[src/rtl/sqrt_pkg.sv]
// Shared types and constants for the sequential integer square-root unit.
package sqrt_pkg;

  typedef enum logic [1:0] {
    LOAD,
    CALC,
    DONE
  } state_t;

  localparam int DATA_W = 8;
  localparam int ROOT_W = DATA_W / 2;
  localparam int ITER   = ROOT_W;

  // Width of the iteration index; never narrower than one bit.
  function automatic int it_width(input int root_w);
    return (root_w > 1) ? $clog2(root_w) : 1;
  endfunction

endpackage

[src/rtl/sqrt_step.sv]
// One restoring square-root step: try setting bit 'it' of the partial root
// and keep it when the trial squared still fits under the operand.
module sqrt_step #(
  parameter int DATA_W = 8,
  parameter int IT_W   = 2
) (
  input  logic [DATA_W/2-1:0] root,
  input  logic [IT_W-1:0]     it,
  input  logic [DATA_W-1:0]   x,
  output logic [DATA_W/2-1:0] root_nxt
);

  localparam int RW = DATA_W / 2;

  logic [RW-1:0]     trial;
  logic [DATA_W-1:0] trial_w;
  logic [DATA_W-1:0] trial_sq;

  // A RW-bit value squared always fits in DATA_W bits, so no overflow here.
  always_comb begin
    trial    = root | (RW'(1) << it);
    trial_w  = DATA_W'(trial);
    trial_sq = trial_w * trial_w;
    root_nxt = (trial_sq <= x) ? trial : root;
  end

endmodule

[src/rtl/behaviour_sqrt.sv]
// Sequential floor square root: LOAD, DATA_W/2 CALC steps, DONE, then restart.
// enb_i freezes every register; rstn_i is a synchronous active-high reset.
module behaviour_sqrt #(
  parameter int DATA_W = 8
) (
  input  logic              clk_i,
  input  logic              rstn_i,
  input  logic              enb_i,
  input  logic [DATA_W-1:0] dt_i,
  output logic [DATA_W-1:0] dt_o
);

  import sqrt_pkg::*;

  localparam int RW = DATA_W / 2;
  localparam int IW = it_width(RW);

  state_t            state_q, state_d;
  logic [DATA_W-1:0] x_q, x_d;
  logic [RW-1:0]     root_q, root_d;
  logic [IW-1:0]     it_q, it_d;
  logic [DATA_W-1:0] dt_q, dt_d;
  logic [RW-1:0]     root_nxt;

  sqrt_step #(
    .DATA_W (DATA_W),
    .IT_W   (IW)
  ) u_step (
    .root     (root_q),
    .it       (it_q),
    .x        (x_q),
    .root_nxt (root_nxt)
  );

  // NOTE: every signal gets its hold value first so no path leaves it unassigned (no latches).
  always_comb begin
    state_d = state_q;
    x_d     = x_q;
    root_d  = root_q;
    it_d    = it_q;
    dt_d    = dt_q;
    if (enb_i) begin
      unique case (state_q)
        LOAD: begin
          x_d     = dt_i;
          root_d  = '0;
          it_d    = IW'(RW - 1);
          state_d = CALC;
        end
        CALC: begin
          root_d = root_nxt;
          if (it_q == '0) state_d = DONE;
          else            it_d    = it_q - IW'(1);
        end
        DONE: begin
          dt_d    = DATA_W'(root_q);
          state_d = LOAD;
        end
        default: state_d = LOAD;
      endcase
    end
  end

  // NOTE: non-blocking assignments so every flop samples pre-edge values together.
  always_ff @(posedge clk_i) begin
    if (rstn_i) begin
      state_q <= LOAD;
      x_q     <= '0;
      root_q  <= '0;
      it_q    <= '0;
      dt_q    <= '0;
    end else begin
      state_q <= state_d;
      x_q     <= x_d;
      root_q  <= root_d;
      it_q    <= it_d;
      dt_q    <= dt_d;
    end
  end

  assign dt_o = dt_q;

endmodule

[config.mk]
export PLATFORM = sky130hd
export DESIGN_NAME = behaviour_sqrt
export DESIGN_NICKNAME = d
export VERILOG_FILES = /design/src/rtl/sqrt_pkg.sv /design/src/rtl/sqrt_step.sv /design/src/rtl/behaviour_sqrt.sv
export SDC_FILE = /design/constraint.sdc
export NUM_CORES = 1
export LEC_CHECK = 0
export ABC_AREA = 1
export BUFFER_PORTS_ARGS = -buffer_cell sky130_fd_sc_hd__buf_2
export CAP_MARGIN = 15
export CORE_MARGIN = 4
export CORE_UTILIZATION = 60
export DETAILED_ROUTE_END_ITERATION = 16
export PLACE_DENSITY = 0.82
export SLEW_MARGIN = 20
export SYNTH_ARGS = -nofsm -noshare
export SYNTH_HDL_FRONTEND = slang
export SYNTH_HIERARCHICAL = 1
export SYNTH_SLANG_ARGS = --single-unit
[constraint.sdc]
create_clock -name clk_i -period 4.4 [get_ports clk_i]
set_input_delay 0.22 -clock clk_i [delete_from_list [all_inputs] [get_ports clk_i]]
set_output_delay 0.22 -clock clk_i [all_outputs]
set_load 0.05 [all_outputs]
==> results of run 1 <==
-- per-layer routing --
layer	GRT usage, %	up-vias
met5	0	-
met4	9.27	0
met3	3.34	6
met2	34.8	32
met1	23.2	604
li1	-	699
-- area by class of cell --
class	count	share of cell area, %
Clock buffer	3	1.45
Inverter	36	9.34
Sequential cell	20	25.8
Multi-Input combinational cell	154	56.7
Tap cell	28	2.25
Timing Repair Buffer	14	4.51
-- kinds of logic after synthesis --
kind of cell | Yosys count
flops | 20
compound gates | 26
xor+xnor | 2
simple gates | 109
other cells | 1
buf+inv | 46
fa+ha+maj | 13
-- cell usage in the layout, fill, tap and decap left out, drive strengths merged --
cell type  synthesis  layout
nand2             50      50
inv               36      36
nor2              34      34
dfxtp             20      20
nand3             19      19
a21oi             16      16
buf               10      14
ha                12      12
o21ai              7       7
nand4              6       6
conb               1       4
clkbuf             0       3
o21bai             3       3
xor2               2       2
fa                 1       1
-- state kept, by name, indices dropped and copies added, names as in the netlist --
name and cells:
dt_o 4, state_q 2, x_q 8, root_q 4
it_q 2
-- critical path, delay by kind of cell, from the launching register on --
kind	cells	cell delay, ns
fa+ha+maj	3	0.87
simple gates	10	1.05
compound gates	4	0.81
buf+inv	2	0.17
flops	1	0.48
-- worst paths after layout --
kind,end,from,depth (start not counted)
worst max-delay path,root_q[2],it_q[1],19
worst min-delay path,state_q[0],rstn_i,2
worst max register to register,root_q[2],it_q[1],19
worst min register to register,dt_o[0],dt_o[0],2
-- metrics by stage --
stage          hold WS [ns]  std cells
3_5_place_dp          0.465        252
4_1_cts               0.164        255
3_3_place_gp          0.451        252
6_report              0.159        255
5_1_grt               0.165        255
2_1_floorplan         0.289        220
-- power by group --
part | switching (W) | leakage, nW | internal [W]
combinational | 0.000119 | 0.659 | 0.0000642
sequential | 0.0000176 | 0.165 | 0.000194
clock | 0.0000531 | 0.0138 | 0.0000318
==> run_results.csv, run 1 <==
group,metric,value,unit
route,ant_nets,0,
synth,netlist.area_leader.share,26.6,%
sta,min_period,3.44,ns
power_and_ir_drop,power.leakage,0.838,nW
global_route,grt_usage,19.8,%
die,num_rows,17,
final_layout,final-seq-area,400,um^2
route,routed_wl,3.02,mm
synth,async_reset_ff_share,0,%
cts,ctsLongestPathBuffers,2,
critical_path,cp_slowest_stage_delay,0.48,ns
power_and_ir_drop,finalPower,0.000480,W
sta,clock-skew-final,0.00390,ns
sta,slew_violations,0,
placement,dpl_worst_slack,1.04,ns
die,fp.dieH,58.1,um
critical_path,crit_path_max_fanout,6,
critical_path,worstPathRequired,4.63,ns
final_layout,finish.utilization,67.6,%
sta,timing_hold_violations_final,0,
placement,placed_cell_area,1530,um^2
die,die_area,3370,um^2
cts,numCtsBuffers,3,
final_layout,fillers,206,
route,dr_wl_met3,141,um
route,via_count,1341,
synth,yosysMostFrequentCell,"nand2_1",
power_and_ir_drop,power_density,309,nW/um^2
final_layout,multiInputGateArea,881,um^2
cts,cts.clk_slew.worst_paths,0.10,ns
cts,cts_resized,0,
critical_path,crit_type,"reg -> reg",
die,die_x,58.1,um
route,routed.top_layer,"met4",
cts,clk_latency,0.29,ns
critical_path,crit_chain,"inv_1 -> o21bai_4 -> nand2_1 -> inv_1 -> ha_1 -> ha_1 -> a21oi_1 -> o21ai_0 -> nand2_1 -> nand3_1 -> ha_1 -> nand2_1 -> nor2_1 -> nand4_1 -> nand2_1 -> nand2_1 -> nand2_1 -> nand3_1 -> a21oi_1",
route,wl_met2,1.51,mm
synth,synth_edf_count,0,
route,drc,0,
power_and_ir_drop,ir_worst_vdd,0.255,mV
die,ios,19,
final_layout,final_cell_area,1550,um^2
sta,rsz0062_at_grt,"no",
critical_path,rrSetupSlack,0.96,ns
cts,cts_tree,"built",
synth,netlist_instances,217,
placement,globalplace.congestion,0.925,
job,cap_violations,0,
hold_path,hold_path_class,"in -> reg",
synth,synth_top_family_by_area,"simple AND/OR/NAND/NOR gates",
critical_path,crit_top_cell,"nand2_1",
die,coreArea,2300,um^2
global_route,grt_antenna_before_repair,0,
sta,tns,0,ns
synth,synth_xor_area_share,1.16,%
cts,root_buffer,"clkbuf_4",
global_route,grt_pass1_vias,1293,
global_route,gr-total-overflow,0,
global_route,grt_max_degree,15,
synth,synth-compound-area-share,11.1,%
route,m1WireLength,1.31,mm
sta,timing.final.crit_share,78.1,%
cts,htreeDepth,1,
synth,synth_mux_area_share,0,%
final_layout,nets,253,
critical_path,critPathSlowestCell,"dfxtp_1",
global_route,grt_pass1_wl,5.26,mm
route,wire_per_inst,11.8,um
final_layout,drive_above_1_share,15.0,%
synth,ys_types,28,
critical_path,start_kind,"flop",
route,avgViaCountPerCell,5.26,
sta,worst_slack,0.962,ns
cts,cts.hold.buffers_added,0,
sta,max_freq,291,MHz
synth,netlist_area,1510,um^2
final_layout,antenna_cells,0,
sta,slew_headroom,61.6,%
synth,synth_ff_type,"dfxtp_1",
route,drtIter0Drc,46,
cts,clock_sinks,20,
synth,yosys-top-cells-count,"nand2_1, inv_1, nor2_1, dfxtp_1, nand3_1",
final_layout,syn_to_final_growth,3.24,%
critical_path,arrival,3.67,ns
synth,seq_area_frac_synth,26.6,%
route,drtPass1Iterations,4,
synth,yosys.area_share.adder,11.3,%
placement,dp_hpwl,2.47,mm
placement,io_buffer_count,14,
synth,synthTopCellsByArea,"dfxtp_1, nand2_1, ha_1",
sta,worst_pin_slew,0.575,ns
die,start_util,65.5,%
cts,post-cts-setup-buffer-count,0,
synth,yosys.area_share.simple,33.9,%
critical_path,endpoint_kind,"flop",
synth,yosysTopAreaCell,"dfxtp_1",
synth,ys_warn_count,6,
sta,setup_viol,0,
outcome,run_status,"completed",
synth,syn_area_per_cell,6.94,um^2
synth,synth-seq-cells,20,
(Power assumes the default switching activity.)
==> inputs of run 2 (changes only) <==
--- a/config.mk
+++ b/config.mk
@@ -5,13 +5,13 @@
 export SDC_FILE = /design/constraint.sdc
 export NUM_CORES = 1
 export LEC_CHECK = 0
-export ABC_AREA = 1
+export ABC_AREA = 0
 export BUFFER_PORTS_ARGS = -buffer_cell sky130_fd_sc_hd__buf_2
 export CAP_MARGIN = 15
 export CORE_MARGIN = 4
-export CORE_UTILIZATION = 60
+export CORE_UTILIZATION = 56
 export DETAILED_ROUTE_END_ITERATION = 16
-export PLACE_DENSITY = 0.82
+export PLACE_DENSITY = 0.78
 export SLEW_MARGIN = 20
 export SYNTH_ARGS = -nofsm -noshare
 export SYNTH_HDL_FRONTEND = slang
==> constraint.sdc (replaced) <==
create_clock -name clk_i -period 3.22 [get_ports clk_i]
set_input_delay 0.161 -clock clk_i [delete_from_list [all_inputs] [get_ports clk_i]]
set_output_delay 0.161 -clock clk_i [all_outputs]
set_load 0.05 [all_outputs]
==> run 2 against run 1 <==
Against the previous run: register-to-register slack worse by 0.83 ns; die area is 3.8% lower; non-clock buffer count is 8 higher; worst hold slack worse by 0.060 ns; critical path type unchanged; combinational power hardly changed; critical endpoint is now root_q[3].
==> run_results.csv, run 2 <==
group,metric,value,unit
synth,yosysMostFrequentCell,"nor2_1",
critical_path,crit_path_max_fanout,4,
sta,setup_viol,0,
job,cap_violations,0,
global_route,grt_pass1_vias,1004,
critical_path,start_kind,"flop",
critical_path,crit_type,"reg -> reg",
final_layout,fillers,187,
die,num_rows,17,
die,die_area,3250,um^2
global_route,grt_max_degree,21,
sta,slew_headroom,43.3,%
synth,netlist_area,1340,um^2
critical_path,critPathSlowestCell,"dfxtp_2",
final_layout,antenna_cells,0,
critical_path,cp_slowest_stage_delay,0.35,ns
route,via_count,1077,
synth,syn_area_per_cell,8.83,um^2
synth,synth_ff_type,"dfxtp_1",
global_route,grt_pass1_wl,4.25,mm
synth,synthTopCellsByArea,"dfxtp_1, ha_1, mux2i_1",
cts,numCtsBuffers,3,
cts,cts_tree,"built",
final_layout,regMostFlops,"x_q",
synth,async_reset_ff_share,0,%
synth,netlist_instances,152,
synth,ys_warn_count,6,
critical_path,worstPathRequired,3.40,ns
die,coreArea,2250,um^2
synth,synth-seq-cells,20,
sta,min_period,3.08,ns
final_layout,nets,195,
power_and_ir_drop,ir_worst_vdd,0.320,mV
die,die_x,57.0,um
cts,ctsLongestPathBuffers,2,
cts,htreeDepth,1,
cts,cts.clk_slew.worst_paths,0.10,ns
critical_path,arrival,3.27,ns
die,start_util,59.5,%
placement,io_buffer_count,14,
sta,worst_pin_slew,0.847,ns
cts,clock_sinks,20,
synth,yosys-top-cells-count,"nor2_1, dfxtp_1, mux2i_1, a21oi_1, ha_1",
final_layout,syn_to_final_growth,12.2,%
placement,dp_hpwl,1.96,mm
route,drtIter0Drc,21,
sta,max_freq,324,MHz
synth,ys_types,40,
sta,timing_hold_violations_final,0,
outcome,run_status,"completed",
route,drtPass1Iterations,4,
power_and_ir_drop,power_density,379,nW/um^2
final_layout,drive_above_1_share,25.4,%
route,avgViaCountPerCell,5.47,
placement,globalplace.congestion,0.801,
cts,root_buffer,"clkbuf_4",
final_layout,layout_common_cells,"nor2_1, dfxtp_1, mux2i_1",
route,routed_wl,2.54,mm
placement,dpl_worst_slack,0.00680,ns
critical_path,endpoint_kind,"flop",
sta,clock-skew-final,0.00178,ns
final_layout,final_common_cell,"nor2_1",
die,fp.dieH,57.0,um
die,ios,19,
route,wire_per_inst,12.9,um
synth,synth_edf_count,0,
sta,timing.final.crit_share,95.7,%
final_layout,final_cell_area,1510,um^2
synth,netlist.area_leader.share,29.8,%
synth,yosysTopAreaCell,"dfxtp_1",
final_layout,largest_reg_flops,8,
cts,clk_latency,0.30,ns
global_route,grt_antenna_before_repair,0,
cts,cts.hold.buffers_added,0,
global_route,gr-total-overflow,0,
sta,slew_violations,0,
critical_path,crit_chain,"inv_1 -> a21o_1 -> a22o_1 -> ha_1 -> ha_4 -> a21o_1 -> a31oi_4 -> o22ai_2 -> ha_1 -> nand4_1 -> nor2_1 -> o21bai_2 -> a31o_2 -> nand3_1 -> a21oi_1",
synth,seq_area_frac_synth,29.8,%
power_and_ir_drop,power.leakage,0.724,nW
placement,placed_cell_area,1430,um^2
route,ant_nets,0,
route,drc,0,
sta,worst_slack,0.137,ns
global_route,grt_usage,16.1,%
hold_path,hold_path_class,"in -> reg",
==> run 2: cell count changes in the layout (fill, tap and decap cells not counted), moves of 4 or more <==
cell     change
nand2_1     -41
nand3_1     -12
buf_4        +7
nor2_1       -7
a21oi_1      -5
inv_1       -23
nand4_1      -4
mux2i_1     +15
a21o_1       +5
==> run 2: metal layers <==
layer	vias up	part of all wire, %	GRT usage, %
met1	497	50	22.7
met5	-	0	0
li1	555	-	-
met2	19	45	24.5
met4	0	1.9	5.96
met3	6	2.5	2.71
==> run 2: path summary, 6_finish.rpt <==
check             slack, ns  startpoint   endpoint  cells after the start
setup / recovery       0.14     it_q[0]  root_q[3]                     15
setup reg to reg       0.14     it_q[0]  root_q[3]                     15
hold reg to reg        0.51     dt_o[3]    dt_o[3]                      2
hold / removal          0.1     dt_i[6]     x_q[6]                      3
==> run 2: cell type report <==
type	count	area, um^2	share of cell area [%]
multi-input combinational	114	875	58.1
sequential	20	403	26.7
tap	28	35.0	2.33
inverter	10	37.5	2.49
timing repair buffer	22	134	8.89
clock buffer	3	22.5	1.50
==> run 2: critical path: cells and delay by family (launching register included) <==
kind	cells	cell delay [ns]
compound gates	8	1.39
flops	1	0.35
buf+inv	1	0.05
fa+ha+maj	3	0.91
simple gates	3	0.27
==> run 2: kinds of logic after synthesis <==
family	count (synthesis)	synth area share [%]
AO/OA/AOI/OAI	32	17.1
XOR/XNOR	3	1.96
adder cells (fa/ha/maj)	13	12.7
buffers and inverters	21	8.57
flip-flops	20	29.8
multiplexers	16	12.3
other	1	0.279
AND/OR/NAND/NOR	46	17.2
==> run 2: timing repair <==
action | CTS | global route
buffers inserted | 0 | 2
pin swaps | 0 | 4
endpoints found under the hold margin | 0 | 0
setup endpoints to repair | 1 | 4
resized for setup | 1 | 11
==> run 2: per-stage QoR <==
step                total power, W  util (%)   TNS, ns  cells  hold slack (ns)
floorplan                 0.000416         -         0    155            0.308
global placement          0.000439      63.3         0    192            0.395
detailed placement        0.000445      63.3         0    192            0.410
CTS                       0.000562      64.4         0    195           0.0904
global route              0.000607      66.8  -0.00397    197           0.0924
finish                    0.000571      66.8         0    197           0.0983
==> run 2: report_power, final <==
group | leakage, nW | switching (W) | internal (W)
sequential | 0.164 | 0.0000125 | 0.000261
clock | 0.0138 | 0.0000726 | 0.0000436
combinational | 0.547 | 0.0000991 | 0.0000823
==> inputs of run 3 (changes only) <==
--- a/config.mk
+++ b/config.mk
@@ -12,6 +12,7 @@
 export CORE_UTILIZATION = 56
 export DETAILED_ROUTE_END_ITERATION = 16
 export PLACE_DENSITY = 0.78
+export SETUP_SLACK_MARGIN = 0.15
 export SLEW_MARGIN = 20
 export SYNTH_ARGS = -nofsm -noshare
 export SYNTH_HDL_FRONTEND = slang
==> run 3 against run 2 <==
Against the previous run: final area rose by 1.7%; critical path depth up 1; via count increased by 2.3%; global-route usage rose by 1.2 points; combinational power up 7%; utilization increased by 1.1 points; clock power is 25% higher; worst hold slack got worse by 0.0085 ns.
==> run_results.csv, run 3 (synthesized netlist as in run 2, its figures left out) <==
group,metric,value,unit
cts,cts.clk_slew.worst_paths,0.11,ns
sta,rsz0062_at_grt,"yes",
cts,root_buffer,"clkbuf_4",
critical_path,start_kind,"flop",
sta,worst_slack,0.0806,ns
placement,place_inst,188,
sta,max_freq,319,MHz
die,num_rows,17,
final_layout,regMostFlops,"x_q",
critical_path,cp_slowest_stage_delay,0.38,ns
route,avgViaCountPerCell,5.65,
route,via_count,1102,
final_layout,drive_above_1_share,28.1,%
sta,timing.final.crit_share,97.5,%
route,drc,0,
final_layout,final_common_cell,"nor2_1",
final_layout,final_cell_area,1530,um^2
critical_path,arrival,3.33,ns
global_route,grt_pass1_vias,1086,
power_and_ir_drop,clkPwrFrac,23.5,%
die,fp.dieH,57.0,um
die,coreArea,2250,um^2
final_layout,syn_to_final_growth,14.1,%
critical_path,crit_type,"reg -> reg",
placement,dp_hpwl,2.04,mm
power_and_ir_drop,internal-power,0.000420,W
placement,placed_cell_area,1420,um^2
route,drtIter0Drc,24,
critical_path,crit_chain,"inv_2 -> a21o_1 -> a22o_1 -> ha_4 -> ha_4 -> a21o_1 -> a31oi_4 -> xnor2_2 -> ha_1 -> nand4_1 -> a21oi_2 -> o21bai_1 -> buf_4 -> a31o_2 -> nand3_1 -> a21oi_1",
power_and_ir_drop,ir_worst_vdd,0.335,mV
sta,hold_ws,0.0899,ns
cts,ctsLongestPathBuffers,2,
final_layout,final-seq-area,412,um^2
power_and_ir_drop,power_frac_comb,31.5,%
global_route,grt_antenna_before_repair,0,
final_layout,largest_reg_flops,8,
sta,clock-skew-final,0.000915,ns
critical_path,crit_buf_inv,2,
power_and_ir_drop,power.leakage,0.720,nW
final_layout,fin_cells,195,
sta,slew_violations,0,
hold_path,hold_depth,3,
die,start_util,59.5,%
final_layout,nets,192,
final_layout,layout_common_cells,"nor2_1, mux2i_1, dfxtp_1",
cts,htreeDepth,1,
critical_path,critPathSlowestCell,"dfxtp_4",
critical_path,worstReg2RegEnd,"root_q[3]",
outcome,run_status,"completed",
cts,clock_sinks,20,
critical_path,crit_path_max_fanout,4,
die,die_area,3250,um^2
placement,dpl_worst_slack,-0.00229,ns
sta,setup_viol,0,
critical_path,worstReg2RegStart,"it_q[0]",
critical_path,endpoint_kind,"flop",
placement,globalplace.congestion,0.800,
final_layout,antenna_cells,0,
critical_path,worstPathRequired,3.41,ns
hold_path,hold_path_class,"in -> reg",
global_route,gr-total-overflow,0,
sta,tns,0,ns
final_layout,fillers,194,
sta,min_period,3.14,ns
die,ios,19,
die,die_x,57.0,um
route,routed_wl,2.77,mm
hold_path,min-delay-start,"dt_i[4]",
sta,slew_headroom,45.9,%
cts,cts_tree,"built",
critical_path,r2r_cells,16,
placement,io_buffer_count,14,
global_route,grt_pass1_wl,4.49,mm
cts,clk_latency,0.30,ns
power_and_ir_drop,swShare,31.9,%
job,cap_violations,0,
power_and_ir_drop,p_switching,0.000197,W
route,drtPass1Iterations,4,
sta,timing_hold_violations_final,0,
critical_path,rrSetupSlack,0.08,ns
sta,worst_pin_slew,0.808,ns
route,ant_nets,0,
critical_path,cp_top_family,"compound AO/OA/AOI/OAI gates",
power_and_ir_drop,power_density,403,nW/um^2
hold_path,hold_end,"x_q[4]",
power_and_ir_drop,p_seq_share,45.1,%
route,wire_per_inst,14.2,um
global_route,grt_max_degree,21,
cts,numCtsBuffers,3,
global_route,grt_usage,17.2,%
final_layout,multiInputGateArea,903,um^2
## run 3: cell count changes in the layout (fill, tap and decap cells not counted), moves of 2 or more
cell	before	now
dfxtp_4	0	2
dfxtp_1	18	15
ha_1	11	9
buf_4	7	5
ha_4	1	3
## run 3: per-layer routing
| layer | up-vias | track usage [%] | share of wire, % |
|---|---|---|---|
| met5 | - | 0 | 0 |
| met2 | 19 | 28.7 | 50 |
| met3 | 6 | 3.62 | 2.7 |
| li1 | 551 | - | - |
| met1 | 526 | 21.4 | 45 |
| met4 | 0 | 7.62 | 2.0 |
## run 3: area by class of cell
cell class,instances,area share [%]
multi-input cells,114,59.0
flip-flops and latches,20,26.9
repair buffers,19,7.03
inverters,10,2.45
clock buffers,4,2.37
well taps,28,2.29
## run 3: worst max-delay path by stage
| stage | from | cells past startpoint | end |
|---|---|---|---|
| 2_1_floorplan | it_q[0] | 16 | root_q[3] |
| 3_3_place_gp | it_q[0] | 15 | root_q[3] |
| 3_5_place_dp | it_q[0] | 15 | root_q[3] |
| 4_1_cts | root_q[2] | 15 | root_q[3] |
| 5_1_grt | it_q[0] | 16 | root_q[3] |
| 6_report | it_q[0] | 16 | root_q[3] |
## run 3: worst min-delay path, cell delays in order
cell and delay [ns]:
buf_2 0.08, mux2i_1 0.05, nor2_1 0.07
## run 3: what timing repair did
action                                  in CTS  in global routing
hold buffers                                 0                  0
setup buffers                                2                  1
resized for setup                            2                 12
endpoints found under the setup margin       4                  4
pin swaps                                    1                  9
hold endpoints to repair                     0                  0
## run 3: stage by stage
stage	power (W)	util, %
6_report	0.000617	67.9
3_3_place_gp	0.000440	63.1
4_1_cts	0.000604	65.5
2_1_floorplan	0.000422	-
3_5_place_dp	0.000449	63.1
5_1_grt	0.000652	67.9
## run 3: power by group through the flow
stage	sequential (W)	clock [W]	combinational (W)
finish	0.000278	0.000145	0.000194
global route	0.000280	0.000160	0.000212
CTS	0.000278	0.000148	0.000178
detailed placement	0.000286	0	0.000164
global placement	0.000285	0	0.000156
floorplan	0.000275	0	0.000147
